**src/rtl/zeroheti_obi_addr_demux.sv**
```systemverilog
`default_nettype none
// ============================================================================
// Module  : zeroheti_obi_addr_demux
// Brief   : 1-to-NUM_SBR OBI demux with address decode, ordered outstanding
//           tracking and an internal error subordinate for unmapped addresses.
// Revision: 1.0
// ============================================================================
module zeroheti_obi_addr_demux #(
  parameter int unsigned                    NUM_SBR    = 4,
  parameter int unsigned                    ADDR_WIDTH = 32,
  parameter int unsigned                    DATA_WIDTH = 32,
  parameter int unsigned                    MAX_TRANS  = 4,
  parameter logic [NUM_SBR*ADDR_WIDTH-1:0]  SBR_BASE   = '0,
  parameter logic [NUM_SBR*ADDR_WIDTH-1:0]  SBR_MASK   = '0
) (
  input  logic                          clk_i,
  input  logic                          rst_ni,
  input  logic                          mgr_req_i,
  output logic                          mgr_gnt_o,
  input  logic [ADDR_WIDTH-1:0]         mgr_addr_i,
  input  logic                          mgr_we_i,
  input  logic [DATA_WIDTH/8-1:0]       mgr_be_i,
  input  logic [DATA_WIDTH-1:0]         mgr_wdata_i,
  output logic                          mgr_rvalid_o,
  output logic [DATA_WIDTH-1:0]         mgr_rdata_o,
  output logic                          mgr_err_o,
  output logic [NUM_SBR-1:0]            sbr_req_o,
  input  logic [NUM_SBR-1:0]            sbr_gnt_i,
  output logic [ADDR_WIDTH-1:0]         sbr_addr_o,
  output logic                          sbr_we_o,
  output logic [DATA_WIDTH/8-1:0]       sbr_be_o,
  output logic [DATA_WIDTH-1:0]         sbr_wdata_o,
  input  logic [NUM_SBR-1:0]            sbr_rvalid_i,
  input  logic [NUM_SBR*DATA_WIDTH-1:0] sbr_rdata_i,
  input  logic [NUM_SBR-1:0]            sbr_err_i,
  output logic                          busy_o
);

  localparam int unsigned c_cnt_w = $clog2(MAX_TRANS + 1);
  localparam int unsigned c_tgt_w = $clog2(NUM_SBR + 1);
  localparam logic [c_tgt_w-1:0] c_err_idx = c_tgt_w'(NUM_SBR);

  logic [c_cnt_w-1:0]    r_cnt;
  logic [c_tgt_w-1:0]    r_tgt;
  logic                  r_err_rv;

  logic [NUM_SBR-1:0]    w_hit;
  logic [NUM_SBR-1:0]    w_sel_onehot;
  logic [NUM_SBR-1:0]    w_tgt_onehot;
  logic [c_tgt_w-1:0]    w_sel;
  logic                  w_sel_is_err;
  logic                  w_tgt_is_err;
  logic                  w_sel_gnt;
  logic                  w_may_issue;
  logic                  w_accept;
  logic                  w_raw_resp;
  logic                  w_resp;
  logic [DATA_WIDTH-1:0] w_rdata;
  logic                  w_err;

  generate
    for (genvar i = 0; i < NUM_SBR; i++) begin : g_port
      assign w_hit[i] = (mgr_addr_i & SBR_MASK[i*ADDR_WIDTH +: ADDR_WIDTH])
                        == SBR_BASE[i*ADDR_WIDTH +: ADDR_WIDTH];
      assign w_sel_onehot[i] = (w_sel == c_tgt_w'(i));
      assign w_tgt_onehot[i] = (r_tgt == c_tgt_w'(i));
    end
  endgenerate

  // Scan downwards so the lowest matching port wins on overlapping maps.
  always_comb begin
    w_sel = c_err_idx;
    for (int i = int'(NUM_SBR) - 1; i >= 0; i--) begin
      if (w_hit[i]) w_sel = c_tgt_w'(i);
    end
  end

  assign w_sel_is_err = (w_sel == c_err_idx);
  assign w_tgt_is_err = (r_tgt == c_err_idx);
  assign w_sel_gnt    = w_sel_is_err | (|(w_sel_onehot & sbr_gnt_i));

  // A new target is only reachable once every response from the old one is back.
  assign w_may_issue = rst_ni & ((r_cnt == '0) |
                       ((r_cnt < c_cnt_w'(MAX_TRANS)) & (w_sel == r_tgt)));

  assign sbr_req_o = {NUM_SBR{mgr_req_i & w_may_issue}} & w_sel_onehot;
  assign mgr_gnt_o = w_may_issue & w_sel_gnt;
  assign w_accept  = mgr_req_i & mgr_gnt_o;

  assign sbr_addr_o  = mgr_addr_i;
  assign sbr_we_o    = mgr_we_i;
  assign sbr_be_o    = mgr_be_i;
  assign sbr_wdata_o = mgr_wdata_i;

  assign w_raw_resp = w_tgt_is_err ? r_err_rv : |(sbr_rvalid_i & w_tgt_onehot);
  assign w_resp     = w_raw_resp & (r_cnt != '0);

  always_comb begin
    w_rdata = '0;
    w_err   = w_tgt_is_err;
    for (int i = 0; i < int'(NUM_SBR); i++) begin
      if (w_tgt_onehot[i]) begin
        w_rdata = sbr_rdata_i[i*DATA_WIDTH +: DATA_WIDTH];
        w_err   = sbr_err_i[i];
      end
    end
  end

  assign mgr_rvalid_o = w_resp;
  assign mgr_rdata_o  = w_resp ? w_rdata : '0;
  assign mgr_err_o    = w_resp & w_err;
  assign busy_o       = (r_cnt != '0);

  always_ff @(posedge clk_i or negedge rst_ni) begin
    if (!rst_ni) begin
      r_cnt    <= '0;
      r_tgt    <= '0;
      r_err_rv <= 1'b0;
    end else begin
      if (w_accept && !w_resp) begin
        r_cnt <= r_cnt + c_cnt_w'(1);
      end else if (!w_accept && w_resp) begin
        r_cnt <= r_cnt - c_cnt_w'(1);
      end
      if (w_accept) r_tgt <= w_sel;
      r_err_rv <= w_accept & w_sel_is_err;
    end
  end

`ifndef SYNTHESIS
  always_ff @(posedge clk_i) begin
    if (rst_ni) begin
      assert (!(w_raw_resp && (r_cnt == '0)))
        else $error("response with no outstanding transaction");
      assert ((r_cnt == '0) || ((sbr_rvalid_i & ~w_tgt_onehot) == '0))
        else $error("response from non-target port dropped");
    end
  end
`endif

endmodule
`default_nettype wire

```
**config.mk**
```make
export PLATFORM = sky130hd
export DESIGN_NAME = zeroheti_obi_addr_demux
export DESIGN_NICKNAME = d
export VERILOG_FILES = /design/src/rtl/zeroheti_obi_addr_demux.sv
export SDC_FILE = /design/constraint.sdc
export NUM_CORES = 1
export LEC_CHECK = 0
export CORE_AREA = 2 2 123 125
export CTS_CLUSTER_DIAMETER = 200
export DETAILED_ROUTE_END_ITERATION = 10
export DIE_AREA = 0 0 125 127
export GPL_TIMING_DRIVEN = 0
export PLACE_DENSITY = 0.49
export SLEW_MARGIN = 20
export SYNTH_ARGS = -nofsm -noshare
export SYNTH_HDL_FRONTEND = slang
export SYNTH_SLANG_ARGS = --single-unit
export TNS_END_PERCENT = 30
```
**constraint.sdc**
```tcl
create_clock -name clk_i -period 6.58 [get_ports clk_i]
set_clock_uncertainty 0.2 [all_clocks]
set_input_delay 1.316 -clock clk_i [delete_from_list [all_inputs] [get_ports clk_i]]
set_output_delay 1.316 -clock clk_i [all_outputs]
set_load 0.005 [all_outputs]
```
Word-level counts from Yosys, hierarchy flattened
Index checks and enable logic that the tools add are counted.
{"block": "totals", "regBits": 3, "latchBits": 0, "ramBits": 0, "mem_bits_ro": 0, "inputBits": 212, "output_inout_bits": 109, "mem_count": 0}
{"block": "op_classes", "addsub": 2, "multipliers": 0, "div": 0, "n_lt_le_gt_ge": 1, "n_eq_ne": 0, "shift": 0, "muxes": 3, "n_bitwise": 7, "reduce_logical": 7}
{"operator": "$mux W32", "n": 1}
{"operator": "$and A1 B1 Y1", "n": 6}
{"operator": "$mux W3", "n": 2}
{"operator": "$add A3 B1 Y3 const B", "n": 1}
{"operator": "$logic_not A3 Y1", "n": 1}
{"operator": "$lt A3 B3 Y1 const B", "n": 1}
{"operator": "$reduce_bool A3 Y1", "n": 1}
{"operator": "$sub A3 B1 Y3 const B", "n": 1}
{"operator": "$logic_and A1 B1 Y1", "n": 2}
{"operator": "$logic_not A1 Y1", "n": 2}
{"operator": "$reduce_bool A2 Y1", "n": 1}
{"operator": "$or A1 B1 Y1", "n": 1}

Longest topological paths before layout
{"block": "logic_depth", "depth_word": 9, "depth_mapped": 10, "mapped_depth_nobuf": 9}

Least setup slack after synthesis
No wires, ideal clock.
{"block": "synth_timing", "kind": "input port to output port", "startpoint": "input port sbr_rvalid_i[0]", "endpoint": "output port mgr_rdata_o[0]", "t_arrival_ns": 1.678, "slack_ns": 3.386, "stages": 2, "cell_sequence": "clkbuf_1 and3_1"}
{"block": "synth_via", "elab_chain_cells": 2}
{"element": "from (decl)", "line": "33", "rtl": "input logic [NUM_SBR-1:0] sbr_rvalid_i,"}
{"element": "$and A1 B1 Y1", "line": "96", "rtl": "assign w_resp = w_raw_resp & (r_cnt != '0);"}
{"element": "$mux W32", "line": "110", "rtl": "assign mgr_rdata_o = w_resp ? w_rdata : '0;"}
{"element": "to (decl)", "line": "25", "rtl": "output logic [DATA_WIDTH-1:0] mgr_rdata_o,"}
Every way passes these cells.

Worst setup path after layout
{"block": "layout_timing", "startpoint": "input port sbr_rvalid_i[0]", "endpoint": "output port mgr_rdata_o[10]"}
Same word-level chain as after synthesis.

==> metrics <==
outcome finished clean; Tcrit/Tclk final 0.703; Post-Synth XOR/XNOR Area 0.0263; Distinct cells, synth 16; die area roughly 0.016 mm^2; arrival time worst endpoint ~3.1 ns; synthesized flop and latch total 3; largest net degree at the start of global routing 11; Final WS setup just under 2 ns; DR vias/cell between 2 and 3; die height about 130 um; commonest non-fill, non-tap cell in the layout clkdlybuf4s50_1; critical path data required time 5.06 ns; Final Cell Area 0.00275 mm^2; Synth top area share 0.541; crit-path most repeated cell clkdlybuf4s50_1; GR Util met1 0.0478; Critical Path End Type primary output; remaining antenna violation count after routing 0; slowest CP cell clkdlybuf4s50_1; Internal 302 uW; total grt overflow 0; CP max stage delay 0.62 ns; biggest regs r_cnt x3; GR peak layer met2; CTS HTree Levels 1; Clock power frac 0.232; post-synth top area cell buf_4; worst-path cell chain clkdlybuf4s50_1 > clkbuf_1 > and3_1 > clkdlybuf4s50_1; initial antenna violation count 0; Post-Syn Area per Cell 7.69 um^2; Ports 321; DR DRC count 0; top post-synthesis cells by area buf_4 (54%), and3_1 (21%), dfrtp_1 (7.5%); Num CTS Buffers 3; router iterations before antenna repair 3; via count 1336; clk buf depth 2; Crit path max-delay family buffers and inverters; M3 GR Usage 0.0130; Worst R2R Setup Slack 4.09 ns; final WL 4180 um; clk slew on worst S/H paths 0.03 ns; final hold vios 0; net count reported at finish 494; CP endpoint mgr_rdata_o[10]; RSZ-0062 raised after global routing no; hold crit path type reg2reg; Port Buf Inserts between 100 and 150; Synth Instances 130; synthesized-area fraction occupied by adder cells 0.0325; Max VDD drop 0.207 mV; Synth Cell Area 1000 um^2; All-Layer GR Usage 0.0449; Startpoint Class input pin; mux cell area share after synthesis 0.0113; pre-CTS setup slack 1.92 ns; CP bufs+invs 3; CTS root buf clkbuf_16; Final GP Congestion 0.723; max FFs per register 3; post-cts sizing count 0; Slew Viols, Final 0; Max Cap Viol 0; largest family of logic cells by synthesized area buffers and inverters; Final HPWL DP ~3800 um; die outline width 125 um; fmax 216 MHz; # setup viols final 0; warnings from Yosys 0; Leakage 1.24 nW; Sequential Power Share 0.092; global-route wire length before repair between 6000 and 7000 um; TNS Setup 0 ns; DR WL/cell 9.02 um; FF-to-FF End r_cnt[2]; Gate power share 0.675; Clock Latency Late Sink around 0.22 ns; Post-DP Area 0.00267 mm^2; Placeable Area 0.0144 mm^2; placed insts 459; starting density of the core 0.0693; worst r2r path cells 10; Post-CTS Hold Buffers 0; postcts setup bufs 0; CTS tree done; Final Critical Period approximately 4.6 ns; M2 GR Usage 0.0876; clock sink count 3; WP depth 4; Reg with most FFs r_cnt; Hold WS slightly above 0.3 ns; share of cells above drive strength 1 0.287; Worst Path Max Fanout 10; worst r2r src r_cnt[0]; sw power 114 uW; Switching Fraction 0.273; PD cells 151 mW/mm^2; final cell count without fillers 463; commonest cells after routing, fill and taps aside clkdlybuf4s50_1 (143), buf_4 (72), and3_1 (33), buf_6 (4), clkbuf_1 (4); crit path kind in2out; # diodes 0; Layout area overhead 175%; FILL cells 1602; post-synthesis sequential area ratio 0.0751; number of global-route vias before repair 1317; initial drt markers 18; CP startpoint sbr_rvalid_i[0]; Synth Area in Simple Gates 0.247; post-synthesis compound-gate area fraction 0; FP Rows 44
==> worst register-to-register path, delay by kind of cell, from the launching register on <==
kind,cells,cell delay (ns)
flops,1,0.40
simple gates,3,0.68
xor+xnor,2,0.32
fa+ha+maj,2,0.54
buf+inv,3,0.27
==> layer usage <==
layer	vias to the layer above	share of wire
met3	2	0.12
met5	-	0
met1	580	0.33
met4	0	0.0029
met2	111	0.54
li1	643	-
==> synth_stat cells <==
cell	count
mux2_2	1
or3_1	1
buf_4	72
inv_1	2
buf_6	4
and3_1	33
fa_1	1
xor2_1	2
nor2_1	1
xnor2_1	1
and2_1	2
conb_1	1
clkbuf_1	3
dfrtp_1	3
and3b_1	2
ha_1	1
==> per-stage QoR <==
stage	power [mW]	utilization
global placement	0.323	0.185
global route	0.446	0.190
detailed placement	0.325	0.185
floorplan	0.165	-
finish	0.416	0.190
CTS	0.424	0.190
==> worst min-delay path by stage <==
stage	start	endpoint	slack, ns	depth (start not counted)
final	r_cnt[2]	r_cnt[2]	0.31	1
after global routing	r_cnt[2]	r_cnt[2]	0.33	1
after CTS	r_cnt[2]	r_cnt[2]	0.30	1
after detailed placement	r_cnt[2]	r_cnt[2]	0.30	1
after global placement	r_cnt[2]	r_cnt[2]	0.30	1
after floorplan	r_cnt[2]	r_cnt[2]	0.26	1
==> power groups by stage <==
stage | Sequential, mW | Clock [mW] | Combinational [mW]
2_1_floorplan | 0.0371 | 0 | 0.128
3_3_place_gp | 0.0386 | 0 | 0.284
3_5_place_dp | 0.0387 | 0 | 0.286
4_1_cts | 0.0386 | 0.0978 | 0.288
5_1_grt | 0.0402 | 0.0998 | 0.307
6_report | 0.0384 | 0.0965 | 0.281
==> logic make-up (layout without fill, tap and decap cells) <==
logic type,after synthesis,after routing
xor gates and xnor gates,3,3
adders and majority gates,2,2
buffers and inverters,81,228
DFF,3,3
muxes,1,1
other,1,3
and+or+nand+nor,39,39
==> final cells by class <==
| class | instances | area, um^2 | area share |
|---|---|---|---|
| sequential | 3 | 75.1 | 0.0273 |
| inverter | 2 | 7.51 | 0.00273 |
| timing repair buffer | 143 | 1430 | 0.521 |
| clock buffer | 4 | 78.8 | 0.0287 |
| multi-input combinational | 48 | 328 | 0.119 |
| tap | 184 | 230 | 0.0838 |
| buffer | 79 | 597 | 0.217 |
Note: power is estimated with default switching activity, not from simulation.
